<file path="src/rtl/wb_vec_collector.sv">
// -----------------------------------------------------------------------------
// wb_vec_collector
//
// Write-back stage helper. It always drives the scalar register-file write port
// straight from the MEM/WB pipeline register. When vector collection is built
// in, it also gathers four 32-bit write-back beats into one 128-bit word and
// commits that word to the vector register file as a single write.
//
// Build option:
//   WB_VEC_COLLECT_EN  defined   -> vector collector present
//                      undefined -> WVRwrite_in/SVRwrite_in are ignored and
//                                   every vector output is tied to 0
//
// Ports:
//   clk            rising-edge clock
//   reset          asynchronous, active-high reset
//   readdata_in    MEM/WB load data (32)
//   alu_result_in  MEM/WB ALU result (32)
//   rd_in          MEM/WB destination index (5)
//   memtoreg_in    selects load data (1) or ALU result (0) as write-back data
//   regwrite_in    scalar register write request
//   WVRwrite_in    vector beat destined for the WVR file
//   SVRwrite_in    vector beat destined for the SVR file
//   rf_we/rf_waddr/rf_wdata               scalar RF write port (combinational)
//   vr_we/vr_sel/vr_waddr/vr_wdata        vector RF write port (registered,
//                                         vr_sel 0=WVR 1=SVR)
//   vr_busy        high while a partial vector is held
//   vr_err         sticky sequence-violation flag, cleared only by reset
// -----------------------------------------------------------------------------
module wb_vec_collector (
  input  logic         clk,
  input  logic         reset,
  input  logic [31:0]  readdata_in,
  input  logic [31:0]  alu_result_in,
  input  logic [4:0]   rd_in,
  input  logic         memtoreg_in,
  input  logic         regwrite_in,
  input  logic         WVRwrite_in,
  input  logic         SVRwrite_in,
  output logic         rf_we,
  output logic [4:0]   rf_waddr,
  output logic [31:0]  rf_wdata,
  output logic         vr_we,
  output logic         vr_sel,
  output logic [4:0]   vr_waddr,
  output logic [127:0] vr_wdata,
  output logic         vr_busy,
  output logic         vr_err
);

  // ---------------------------------------------------------------------------
  // Write-back data select and scalar port (zero latency)
  // ---------------------------------------------------------------------------
  logic [31:0] wb_data;

  assign wb_data  = memtoreg_in ? readdata_in : alu_result_in;

  // x0 is hard-wired zero in the scalar file, so writes to it are dropped.
  assign rf_we    = regwrite_in && (rd_in != 5'd0);
  assign rf_waddr = rd_in;
  assign rf_wdata = wb_data;

`ifdef WB_VEC_COLLECT_EN

  // ---------------------------------------------------------------------------
  // Vector collector
  // ---------------------------------------------------------------------------
  typedef enum logic {
    S_IDLE    = 1'b0,   // beat count 0
    S_COLLECT = 1'b1    // beat count 1..3
  } state_e;

  state_e state_q, state_d;

  logic [1:0]   cnt_q,   cnt_d;     // index of the next beat to store
  logic [127:0] buf_q,   buf_d;     // staging buffer, beat k in [32k+31:32k]
  logic         type_q,  type_d;    // latched vector type (0=WVR, 1=SVR)
  logic [4:0]   rd_q,    rd_d;      // latched destination index
  logic         we_q,    we_d;
  logic         sel_q,   sel_d;
  logic [4:0]   waddr_q, waddr_d;
  logic [127:0] wdata_q, wdata_d;
  logic         err_q,   err_d;

  // Beat classification for the current cycle.
  logic beat_valid;     // exactly one vector flag high
  logic both_flags;     // both flags high: illegal, beat ignored
  logic beat_type;      // 1 when the beat targets the SVR file
  logic seq_mismatch;   // beat does not belong to the sequence in progress

  assign beat_valid   = WVRwrite_in ^ SVRwrite_in;
  assign both_flags   = WVRwrite_in & SVRwrite_in;
  assign beat_type    = SVRwrite_in;
  assign seq_mismatch = (state_q == S_COLLECT) && beat_valid &&
                        ((beat_type != type_q) || (rd_in != rd_q));

  // Decoded actions, produced by the FSM output process.
  logic start_beat;     // beat becomes beat 0 of a fresh sequence
  logic cont_beat;      // beat extends the sequence in progress
  logic last_beat;      // continuing beat that completes the vector
  logic set_err;        // sequence violation seen this cycle
  logic busy;

  // ---- FSM: state register --------------------------------------------------
  // NOTE: sequential state is written with non-blocking assignments so every
  // register samples values from before the edge, independent of block order.
  always_ff @(posedge clk or posedge reset) begin
    if (reset) begin
      state_q <= S_IDLE;
    end else begin
      state_q <= state_d;
    end
  end

  // ---- FSM: next-state logic ------------------------------------------------
  // NOTE: every combinational output gets a default before the case so that
  // no path leaves it unassigned, which would otherwise infer a latch.
  always_comb begin
    state_d = state_q;
    unique case (state_q)
      S_IDLE: begin
        if (beat_valid) begin
          state_d = S_COLLECT;
        end
      end
      S_COLLECT: begin
        // A mismatching beat restarts collection and so stays in COLLECT.
        if (beat_valid && !seq_mismatch && (cnt_q == 2'd3)) begin
          state_d = S_IDLE;
        end
      end
      default: state_d = S_IDLE;
    endcase
  end

  // ---- FSM: output logic ----------------------------------------------------
  always_comb begin
    start_beat = 1'b0;
    cont_beat  = 1'b0;
    last_beat  = 1'b0;
    set_err    = both_flags;
    busy       = 1'b0;
    unique case (state_q)
      S_IDLE: begin
        start_beat = beat_valid;
      end
      S_COLLECT: begin
        busy = 1'b1;
        if (seq_mismatch) begin
          start_beat = 1'b1;
          set_err    = 1'b1;
        end else if (beat_valid) begin
          cont_beat = 1'b1;
          last_beat = (cnt_q == 2'd3);
        end
      end
      default: ;
    endcase
  end

  // ---- Datapath next-state --------------------------------------------------
  always_comb begin
    cnt_d   = cnt_q;
    buf_d   = buf_q;
    type_d  = type_q;
    rd_d    = rd_q;
    we_d    = 1'b0;           // commit strobe lasts a single cycle
    sel_d   = sel_q;          // write-port fields hold between commits
    waddr_d = waddr_q;
    wdata_d = wdata_q;
    err_d   = err_q | set_err;

    if (start_beat) begin
      // Any older partial data is dropped; only beat 0 survives.
      cnt_d  = 2'd1;
      buf_d  = {96'd0, wb_data};
      type_d = beat_type;
      rd_d   = rd_in;
    end else if (cont_beat) begin
      cnt_d = cnt_q + 2'd1;   // wraps 3 -> 0 on the final beat
      buf_d[{cnt_q, 5'd0} +: 32] = wb_data;
    end

    if (last_beat) begin
      // Beat 3 goes straight into the committed word rather than via buf_q.
      we_d    = 1'b1;
      sel_d   = type_q;
      waddr_d = rd_q;
      wdata_d = {wb_data, buf_q[95:0]};
    end
  end

  // ---- Datapath registers ---------------------------------------------------
  // NOTE: the staging buffer and write-data register are cleared by reset like
  // any control register; reset must leave no stale vector data visible.
  always_ff @(posedge clk or posedge reset) begin
    if (reset) begin
      cnt_q   <= 2'd0;
      buf_q   <= '0;
      type_q  <= 1'b0;
      rd_q    <= 5'd0;
      we_q    <= 1'b0;
      sel_q   <= 1'b0;
      waddr_q <= 5'd0;
      wdata_q <= '0;
      err_q   <= 1'b0;
    end else begin
      cnt_q   <= cnt_d;
      buf_q   <= buf_d;
      type_q  <= type_d;
      rd_q    <= rd_d;
      we_q    <= we_d;
      sel_q   <= sel_d;
      waddr_q <= waddr_d;
      wdata_q <= wdata_d;
      err_q   <= err_d;
    end
  end

  assign vr_we    = we_q;
  assign vr_sel   = sel_q;
  assign vr_waddr = waddr_q;
  assign vr_wdata = wdata_q;
  assign vr_busy  = busy;
  assign vr_err   = err_q;

`else

  // ---------------------------------------------------------------------------
  // Collector not built: vector port permanently idle
  // ---------------------------------------------------------------------------
  logic unused_vec_inputs;

  assign unused_vec_inputs = ^{clk, reset, WVRwrite_in, SVRwrite_in};

  assign vr_we    = 1'b0;
  assign vr_sel   = 1'b0;
  assign vr_waddr = 5'd0;
  assign vr_wdata = '0;
  assign vr_busy  = 1'b0;
  assign vr_err   = 1'b0;

`endif

endmodule

</file>
<file path="config.mk">
export PLATFORM = sky130hd
export DESIGN_NAME = wb_vec_collector
export DESIGN_NICKNAME = d
export VERILOG_FILES = /design/src/rtl/wb_vec_collector.sv
export SDC_FILE = /design/constraint.sdc
export NUM_CORES = 1
export LEC_CHECK = 0
export ABC_AREA = 1
export CAP_MARGIN = 10
export CELL_PAD_IN_SITES_DETAIL_PLACEMENT = 0
export CELL_PAD_IN_SITES_GLOBAL_PLACEMENT = 1
export CORE_MARGIN = 4
export CORE_UTILIZATION = 14
export DETAILED_ROUTE_END_ITERATION = 12
export PLACE_DENSITY_LB_ADDON = 0.25
export SYNTH_ARGS = -nofsm -noshare
export SYNTH_HDL_FRONTEND = slang
export SYNTH_SLANG_ARGS = --single-unit
export TNS_END_PERCENT = 10
</file>
<file path="constraint.sdc">
create_clock -name vclk -period 0.8
set_input_delay 0.08 -clock vclk [all_inputs]
set_output_delay 0.08 -clock vclk [all_outputs]
set_load 0.01 [all_outputs]
</file>
==> impl_metrics.yaml <==
pwr:
  vdd_drop_max_v: 0.000111
  p_leak_nw: 1.42
  finalPower_mw: 1.10
  p_per_area_nw_per_um2: 495
route:
  drcViolationCount: 0
  ant_nets: 0
  detail_route.wl_per_cell_um: 8.89
  via_count: 1375
  routed_wl_mm: 4.47
  via_per_inst: 2.73
  drt_iter0_markers: 6
  drt-pass1-iter-count: 2
setup_path:
  crit_family: "buffers and inverters"
  worstPathCellList: "dlygate4sd2_1 > nor2_1 > nand3_1 > nand2_1 > inv_1 > buf_2"
  critPathMaxStageDelay_ns: 0.24
  cp.arrival_ns: 0.70
  cp-end-kind: "output port"
  worst-path-buf-inv: 3
  crit_path_start_kind: "input pin"
  path_max_fanout: 2
  cp_slowest_cell: "dlygate4sd2_1"
  worst_ep_required_time_ns: 0.72
  worstSetupPathType: "input pin to output port"
worst_hold_path:
  whs_endpoint: "rf_wdata[4]"
  worstHoldPathCells: 4
  min_from: "readdata_in[4]"
  hp-class: "input pin to output port"
logic_synthesis:
  yosysSeqAreaShare: 0
  syn_inst: 252
  yosysTopAreaCellShare: 0.625
  yosys.area.top_type: "buf_4"
  yosysMostFrequentCell: "buf_4"
  synthTopCellsByCount: "142 x buf_4, 34 x inv_1, 31 x nand2_1"
  synth.avg_cell_area_um2: 6.77
  synth_warnings: 0
  syn_area_um2: 1710
  ys_top_cells_by_area: "buf_4 62%, o21ai_2 15%, inv_1 7.5%"
  synth_cell_types: 12
clock_network:
  cts_setup_buffers: 0
place:
  dpl_cell_area_um2: 2390
  place_congestion: 0.682
  dpl.hpwl_mm: 3.80
  dp.cells: 501
  port-buffer-count: 109
sta:
  fmaxAchievable_mhz: 1280
  min_period_over_period: 0.980
  drv_slew: 0
  grt_setup_unrepaired: "yes"
  timing_hold_violations_final: 0
  hold_ws_ns: 0.464
  period_needed_ns: 0.784
  setup_viol: 0
floorplan:
  initial_utilization: 0.143
  chipWidth_um: 118
  fp.dieH_um: 118
  die_area_um2: 14000
  ioPinCount: 250
  core_area_um2: 12000
  row_count: 40
cells_and_area:
  design_area_um2: 2230
  seqCellArea_um2: 0
  num-clock-buffers: 0
  fin_nets: 433
  seq_cells: 0
  final_core_util: 0.186
  diodes: 0
  drive_above_1_share: 0.222
  area_growth_pct: 30.5
  instances_no_fill: 503
status:
  status: "finished clean"
global_routing:
  grt.overflow.total: 0
  grt_usage: 0.0517
  grt_pass1_wl_mm: 6.15
  grt_pass1_vias: 1207
  grt_max_degree: 14
  antenna_found_initial: 0
flow_run:
  maxCapViolations: 0
## through the flow
| step | TNS [ns] | setup slack [ns] |
|---|---|---|
| final | 0 | 0.0161 |
| after global routing | -0.0810 | -0.0810 |
| after CTS | -0.166 | -0.0821 |
| after detailed placement | -19.12 | -0.595 |
| after global placement | -19.17 | -0.584 |
| after floorplan | 0 | 0.190 |
## kinds of logic (layout without fill, tap and decap cells)
logic type	after synthesis	count (layout)	synth area share
compound gates	32	32	0.158
buf+inv	183	151	0.757
other cells	1	137	0.00220
simple gates	36	36	0.0828
## layout by cell type (no fill, tap or decap)
cell type and n:
nand2_2 3, o21ai_2 29, dlygate4sd2_1 69, o21ai_1 3
nand3_1 1, dlymetal6s2s_1 4, buf_12 2, clkdlybuf4s15_2 1
inv_1 30, buf_4 3, buf_8 2, clkdlybuf4s15_1 1
inv_2 4, nor2_1 2, nand2_1 30, buf_16 2
buf_2 33, conb_1 137
## where the power goes
group / switching [mW] / total [mW] / internal [mW]
Sequential: 0 / 0 / 0
Clock: 0 / 0 / 0
Combinational: 0.662 / 1.10 / 0.440
Total: 0.662 / 1.10 / 0.440
## per-layer routing
metal / vias up / global-route usage / share of wire
met5: - / 0 / 0
li1: 679 / - / -
met4: 0 / 0 / 0
met3: 0 / 0.0182 / 0.16
met1: 565 / 0.0576 / 0.34
met2: 131 / 0.100 / 0.50
## worst max path at each step
stage / from / end / depth (start not counted)
detailed placement: rd_in[3] / rf_we / 6
global placement: rd_in[3] / rf_we / 6
finish: rd_in[0] / rf_we / 6
CTS: alu_result_in[7] / rf_wdata[7] / 4
floorplan: memtoreg_in / rf_wdata[10] / 3
global route: rd_in[2] / rf_we / 6
## area by class of cell
class | instances | area, um2
well taps | 147 | 184
fillers | 1428 | 9730
repair buffers | 117 | 988
inverters | 34 | 128
multi-input cells | 205 | 927
## what timing repair did
action | in CTS | in global routing
gates resized for setup | 219 | 7
hold buffers | 0 | 0
setup endpoints to repair | 38 | 15
cloned | 2 | 0
pin swaps | 45 | 5
No activity file was read; power rests on OpenSTA's default activity.
